[src/rtl/fetch_pkg.sv]
// rtl/fetch_pkg.sv - shared types and constants for the fetch stage
package fetch_pkg;

  // Fetch sequencer states
  typedef enum logic [1:0] {
    FETCH  = 2'd0,
    EXEC   = 2'd1,
    HALTED = 2'd2
  } state_e;

  // Branch-condition codes produced by the decoder
  localparam logic [2:0] SC_NONE   = 3'b000;
  localparam logic [2:0] SC_ALWAYS = 3'b001;
  localparam logic [2:0] SC_LTZ    = 3'b010;
  localparam logic [2:0] SC_NZ     = 3'b011;
  localparam logic [2:0] SC_Z      = 3'b100;
  localparam logic [2:0] SC_CY     = 3'b101;
  localparam logic [2:0] SC_NCY    = 3'b110;

  // Opcode field value that encodes halt
  localparam logic [5:0] HALT_OPC_DEFAULT = 6'h3F;

endpackage

[src/rtl/fetch_branch_cond.sv]
// rtl/fetch_branch_cond.sv - maps branch-condition code and ALU flags to taken
module branch_cond
  import fetch_pkg::*;
(
  input  logic [2:0] sc,
  input  logic       flag_z,
  input  logic       flag_n,
  input  logic       flag_c,
  output logic       taken
);

  // Decode the condition; 000 and 111 are never taken
  always_comb begin
    taken = 1'b0;
    case (sc)
      SC_ALWAYS: taken = 1'b1;
      SC_LTZ:    taken = flag_n;
      SC_NZ:     taken = ~flag_z;
      SC_Z:      taken = flag_z;
      SC_CY:     taken = flag_c;
      SC_NCY:    taken = ~flag_c;
      default:   taken = 1'b0;
    endcase
  end

endmodule

[src/rtl/fetch_unit.sv]
// rtl/fetch_unit.sv - PC sequencing and instruction fetch; FETCH_PERF_CNT_EN adds perf counters
module fetch_unit
  import fetch_pkg::*;
#(
  parameter int               PC_W     = 16,
  parameter int               INSTR_W  = 16,
  parameter logic [PC_W-1:0]  RESET_PC = '0,
  parameter logic [5:0]       HALT_OPC = HALT_OPC_DEFAULT
) (
  input  logic               clk,
  input  logic               rst,
  output logic               imem_req,
  output logic [PC_W-1:0]    imem_addr,
  input  logic               imem_ack,
  input  logic [INSTR_W-1:0] imem_rdata,
  output logic [INSTR_W-1:0] ir,
  output logic               ir_valid,
  output logic               hlt,
  input  logic               ex_stall,
  input  logic               spc,
  input  logic [2:0]         sc,
  input  logic [PC_W-1:0]    reg_target,
  input  logic [PC_W-1:0]    br_off,
  input  logic               flag_z,
  input  logic               flag_n,
  input  logic               flag_c,
  output logic [PC_W-1:0]    link_pc,
  input  logic               run,
  output logic [15:0]        retired_cnt,
  output logic [15:0]        taken_cnt
);

  state_e             state_q, state_d;
  logic [PC_W-1:0]    pc_q, pc_d;
  logic [INSTR_W-1:0] ir_q, ir_d;
  logic               br_taken;
  logic               exec_done;
  logic               is_halt;
  logic [PC_W-1:0]    next_pc;

  branch_cond u_branch_cond (
    .sc     (sc),
    .flag_z (flag_z),
    .flag_n (flag_n),
    .flag_c (flag_c),
    .taken  (br_taken)
  );

  assign is_halt   = (ir_q[5:0] == HALT_OPC);
  assign exec_done = (state_q == EXEC) && !ex_stall;
  assign link_pc   = pc_q + 1'b1;
  assign imem_addr = pc_q;
  assign ir        = ir_q;

  // Next-PC selection: register target beats taken branch beats sequential
  always_comb begin
    next_pc = pc_q + 1'b1;
    if (spc) begin
      next_pc = reg_target;
    end else if (br_taken) begin
      next_pc = pc_q + br_off;
    end
  end

  // State register
  always_ff @(posedge clk or posedge rst) begin
    if (rst) begin
      state_q <= FETCH;
    end else begin
      state_q <= state_d;
    end
  end

  // Next-state logic
  always_comb begin
    state_d = state_q;
    case (state_q)
      FETCH:   if (imem_ack) state_d = EXEC;
      EXEC:    if (!ex_stall) state_d = is_halt ? HALTED : FETCH;
      HALTED:  if (run) state_d = FETCH;
      default: state_d = FETCH;
    endcase
  end

  // Outputs decoded from state
  always_comb begin
    imem_req = (state_q == FETCH);
    ir_valid = (state_q == EXEC);
    hlt      = (state_q == HALTED) || ((state_q == EXEC) && is_halt);
  end

  // PC and instruction register updates
  always_comb begin
    pc_d = pc_q;
    ir_d = ir_q;
    if ((state_q == FETCH) && imem_ack) ir_d = imem_rdata;
    if (exec_done) pc_d = next_pc;
  end

  // PC and instruction registers
  always_ff @(posedge clk or posedge rst) begin
    if (rst) begin
      pc_q <= RESET_PC;
      ir_q <= '0;
    end else begin
      pc_q <= pc_d;
      ir_q <= ir_d;
    end
  end

`ifdef FETCH_PERF_CNT_EN
  logic [15:0] retired_q, retired_d;
  logic [15:0] taken_q, taken_d;

  // Count retired instructions and redirects taken at EXEC exit
  always_comb begin
    retired_d = retired_q;
    taken_d   = taken_q;
    if (exec_done) begin
      retired_d = retired_q + 16'd1;
      if (spc || br_taken) taken_d = taken_q + 16'd1;
    end
  end

  // Counter registers
  always_ff @(posedge clk or posedge rst) begin
    if (rst) begin
      retired_q <= '0;
      taken_q   <= '0;
    end else begin
      retired_q <= retired_d;
      taken_q   <= taken_d;
    end
  end

  assign retired_cnt = retired_q;
  assign taken_cnt   = taken_q;
`else
  assign retired_cnt = 16'd0;
  assign taken_cnt   = 16'd0;
`endif

endmodule

[config.mk]
export PLATFORM = sky130hd
export DESIGN_NAME = fetch_unit
export DESIGN_NICKNAME = d
export VERILOG_FILES = /design/src/rtl/fetch_pkg.sv /design/src/rtl/fetch_branch_cond.sv /design/src/rtl/fetch_unit.sv
export SDC_FILE = /design/constraint.sdc
export NUM_CORES = 1
export LEC_CHECK = 0
export BUFFER_PORTS_ARGS = -buffer_cell sky130_fd_sc_hd__buf_2
export CAP_MARGIN = 20
export CORE_ASPECT_RATIO = 1.75
export CORE_MARGIN = 4
export CORE_UTILIZATION = 43
export DETAILED_ROUTE_END_ITERATION = 10
export PLACE_DENSITY = 0.89
export SETUP_SLACK_MARGIN = 0.1
export SYNTH_ARGS = -nofsm -noshare
export SYNTH_HDL_FRONTEND = slang
export SYNTH_SLANG_ARGS = --single-unit
export TNS_END_PERCENT = 1
[constraint.sdc]
create_clock -name clk -period 2.2 [get_ports clk]
set_input_delay 0.11 -clock clk [delete_from_list [all_inputs] [get_ports clk]]
set_output_delay 0.11 -clock clk [all_outputs]
set_load 0.02 [all_outputs]
=== Word-level counts from Yosys, hierarchy flattened ===
Index checks and enable logic that the tools add are counted.

* Bits in registers: 34
* Bits of input ports: 60
* Output and inout port bits: 83
* Logic and storage cells: 34

* $add $sub $neg: 2
* Eq/ne operators: 12
* Muxes and demuxes: 8
* Bitwise logic cells: 2
* Reductions and logical operators: 7

{| class="wikitable"
|+ Operators with widths
! operator !! count
|-
| two-way mux 16 bit || 2
|-
| adder 16 x 1 -> 16 bit, second input constant || 1
|-
| adder 16 bit || 1
|-
| == test 3 bit, second input constant || 3
|-
| two-way mux 2 bit || 4
|-
| == test 3 x 2 -> 1 bit, second input constant || 2
|-
| == test 6 bit, second input constant || 1
|-
| one-hot mux 1 bit (6 select lines) || 1
|-
| one-hot mux 2 bit (3 select lines) || 1
|-
| inequality test 2 bit, second input constant || 2
|-
| == test 3 x 1 -> 1 bit, second input constant || 1
|-
| logical AND 1 bit || 3
|-
| AND reduction 3 bit || 1
|-
| == test 2 x 1 -> 1 bit, second input constant || 1
|-
| == test 2 bit, second input constant || 1
|-
| logical NOT 2 bit || 1
|-
| inequality test 2 x 1 -> 1 bit, second input constant || 1
|-
| inverter 1 bit || 2
|-
| logical NOT 1 bit || 1
|-
| logical OR 1 bit || 1
|}

=== Longest topological paths before layout ===
* Depth in word-level cells: 4
* Gate-level depth with buffers: 8
* Depth with buffers taken out: 8

=== Cells and area by module ===
Synthesis repeated with hierarchy kept, for this count alone.

* Cells, all modules: 331
* Area total of the unflattened synthesis: 2877.8 um^2

{| class="wikitable"
|+ Modules (own cells, without submodules)
! module !! instances !! cells an instance !! area an instance (um^2)
|-
| fetch_unit || 1 || 323 || 2834.0
|-
| branch_cond || 1 || 8 || 43.8
|}

=== Least setup slack after synthesis ===
Ideal clock, no wire load.

* Kind: register to register
* Start: reg pc_q[0], in the netlist imem_addr[0]
* End: reg pc_q[10], in the netlist imem_addr[10]
* Library setup time: 140 ps
* Data arrival time: 2318 ps
* Data required time: 2060 ps
* Slack: -257 ps
* Stages on the path, launching flop included: 9
* Buffers on the path: 0
* Clock period less this slack: 2457 ps
* Path through: dfrtp_1 -> ha_1 -> fa_1 -> a211oi_1 -> o21ai_1 -> a311oi_2 -> nor3_1 -> o31ai_1 -> a21oi_1

* Cells in the longest elaborated chain, start to end: 3
* Elaborated cells on any way between the ends: 4

{| class="wikitable"
|+ Ends and longest elaborated chain
! what !! RTL line !! text
|-
| start, declared || fetch_unit.sv:34 || <nowiki>logic [PC_W-1:0] pc_q, pc_d;</nowiki>
|-
| start signal, assigned || fetch_unit.sv:106 || <nowiki>pc_q <= pc_d;</nowiki>
|-
| adder 16 x 1 -> 16 bit or adder 16 bit (tied branches) || fetch_unit.sv:57, fetch_unit.sv:61 ||
|-
| two-way mux 16 bit (*) || fetch_unit.sv:60 || <nowiki>end else if (br_taken) begin</nowiki>
|-
| two-way mux 16 bit (*) || fetch_unit.sv:58 || <nowiki>if (spc) begin</nowiki>
|}

Mark *: on every way between the ends. The rest lies on a longest branch, timed or not.
A chain may end at the register's enable or synchronous reset.

=== Worst setup path after layout ===
Same ends and word-level chain as after synthesis.

==> run metrics <==
TritonCTS Buffers 5; Starting DRT DRC Count 168; simple-gate share of the synthesized area about 17%; Most used DFF post-synth dfrtp_1; Synth Cell Area 3070 µm²; Routed WL between 9 and 10 mm; min-delay worst type in2reg; cell area after layout a little over 4000 µm²; P&R area growth vs syn 31.3%; Seq/Total Area, Yosys approximately 28%; Post-synth EDFFs 0; Synth Area in Compound Gates between 15 and 20%; Die W approximately 70 µm; Setup violations, final 2; PD cells ~1300 nW/µm²; synth top area cells dfrtp_1 28%, buf_4 7.8%, mux2_2 7.3%; root buffer cell clkbuf_16; outcome complete, but fails checks; total power around 5.2 mW; Final Net Count 540; core box area 6910 µm²; FF-to-FF setup slack -0.02 ns; input/output buffers 110; Tcrit/Tclk final 101%; VDD IR max about 700 µV; Starting Density roughly 44%; via/cell ratio ~5.6; Adder-Cell Fraction of Synth Area about 7.2%; Mean Syn Cell Area a little over 9 µm²; vias in the first global route slightly above 3000; Worst Path Arrival 2.40 ns; hpwl dp about 7.4 mm; Critical Path Fanout Max 3; unrepaired setup endpoints after global routing true; Startpoint Class flop; largest family of logic cells by synthesized area compound AO/OA/AOI/OAI gates; GPL Wtd Cong ~0.93; Seq cells post-synth 34; depth of the CTS H-tree 2; routed vias approximately 3100; max-slew violations 0; Synth cell types 67; failing checks negative setup slack; clk buf depth 2; Worst setup EP type flop; kind of critical path reg2reg; diodes inserted 0; setup TNS -0.0395 ns; Mapped Cells roughly 330; initial antenna violation count 0; Die Area roughly 8600 µm²; Die H 120 µm; Detailed Routing Iterations Pass 1 4; Final ANT Viol Nets 0; row count 40; Post-Place Cell Area 3730 µm²; Final Critical Period roughly 2.2 ns; count of clock tree sinks 34; Max Cap Viol 0; Post-route DRC 0; FFs w/ async S/R, synth 100%; Worst-Margin Slew slightly above 0.6 ns; layout cells sized above 1 42.2%; FMAX between 400 and 500 MHz; post-synth top area share between 20% and 30%; Crit path required time 2.37 ns; grt ovf 0; XOR/XNOR Fraction of Synth Area under 10%; Final Hold Violating Endpoints 0; CTS tree built; first-pass GRT wire length approximately 15 mm; CTS clock-pin slew for the worst setup and hold paths 0.06 ns; Filler cells 597; dominant cell type by area after synthesis dfrtp_1; I/O pins between 100 and 150; Worst Skew roughly 0.0069 ns; Syn. warnings 0; Max-slew headroom 59.5%; setup ws final -0.0249 ns; Leakage roughly 1.9 nW; mux share of post-synthesis cell area 9.28%; GR Util All Layers between 20 and 25%; Clock Latency Late Sink roughly 0.29 ns; largest net degree at the start of global routing 35; WL per Instance 17.6 µm
[cell usage in the layout, fill, tap and decap left out, types with 8 or more instances in the layout]
| cell | count |
|---|---|
| a21oi_1 | 20 |
| buf_2 | 106 |
| buf_4 | 25 |
| conb_1 | 32 |
| dfrtp_1 | 32 |
| ha_1 | 13 |
| mux2_2 | 20 |
| nand2_1 | 25 |
| nand3_1 | 8 |
| nor2_1 | 23 |
| o21ai_0 | 10 |
| xnor2_1 | 14 |
[worst max-delay path, cell delays in order (launching register included)]
cell and delay [ns]:
dfrtp_2 0.42, ha_4 0.18, fa_2 0.37, a211oi_2 0.23, o21ai_1 0.13, a311oi_2 0.33, nor3_1 0.12, o31ai_1 0.23
a21oi_1 0.10
[stage by stage]
stage | utilization, % | hold WS [ns] | setup WS [ns] | cells
finish | 58.4 | 0.0532 | -0.0249 | 548
global route | 58.4 | 0.0564 | -0.148 | 548
CTS | 57.1 | 0.0450 | -0.00564 | 548
detailed placement | 53.9 | 0.241 | 0.0207 | 537
global placement | 53.9 | 0.231 | 0.111 | 537
floorplan | - | 0.206 | 0.0881 | 364
[final cells by class]
cell class                 instances  area, µm²  share of cell area, %
timing repair buffer             135        762                   18.9
inverter                           6       22.5                  0.558
clock buffer                       5        125                   3.10
clock inverter                     3       68.8                   1.71
tap                               84        105                   2.61
sequential                        34        853                   21.2
multi-input combinational        281       2100                   52.0
[report_power, final]
part | internal, mW | leakage (nW) | switching [mW] | total [mW]
clock | 0.651 | 0.0940 | 0.295 | 0.946
combinational | 1.37 | 1.43 | 1.90 | 3.27
sequential | 0.836 | 0.398 | 0.179 | 1.02
total | 2.86 | 1.92 | 2.37 | 5.23
[per-layer routing]
metal | up-vias | share of wire [%] | track usage, % | routed length [µm]
li1 | 1418 | - | - | -
met2 | 142 | 55 | 40.7 | 5320
met4 | 0 | 4.5 | 14.0 | 436
met5 | - | 0 | 0 | 0
met1 | 1472 | 34 | 22.4 | 3250
met3 | 37 | 6.3 | 3.02 | 611
[kinds of logic (layout without fill, tap and decap cells)]
logic type | Yosys count | in the layout
mux | 26 | 26
simple gates | 95 | 95
flops | 34 | 34
buf+inv | 49 | 149
xor+xnor | 25 | 25
other cells | 1 | 32
fa+ha+maj | 17 | 17
compound gates | 86 | 86
[registers in the layout, indices dropped and copies added, names as in the netlist]
| signal | flops |
|---|---|
| imem_addr | 16 |
| ir | 16 |
| state_q | 2 |
[cells in the mapped netlist, drive strengths merged, types with 7 or more instances]
| master | count |
|---|---|
| ha | 16 |
| o21ai | 14 |
| xor2 | 7 |
| dfrtp | 34 |
| nor2 | 23 |
| nand3 | 9 |
| mux2 | 20 |
| xnor2 | 18 |
| a21oi | 22 |
| nand2 | 25 |
| and3 | 9 |
| clkbuf | 9 |
| buf | 34 |
[worst paths after layout]
| check | start | endpoint | cells after the start |
|---|---|---|---|
| min in group asynchronous | rst | ir[6] | 4 |
| worst max-delay path | imem_addr[0] | imem_addr[10] | 8 |
| max in group asynchronous | rst | imem_addr[2] | 4 |
| worst max register to register | imem_addr[0] | imem_addr[10] | 8 |
| worst min register to register | ir[10] | ir[10] | 1 |
| worst min-delay path | imem_rdata[15] | ir[15] | 2 |
[what timing repair did]
action	4_1_cts	5_1_grt
hold buffers	1	0
resized for setup	1	19
endpoints found under the hold margin	34	0
pin swaps	4	5
setup buffers	2	0
endpoints found under the setup margin	12	15
Power figures use the tool's default switching activity.
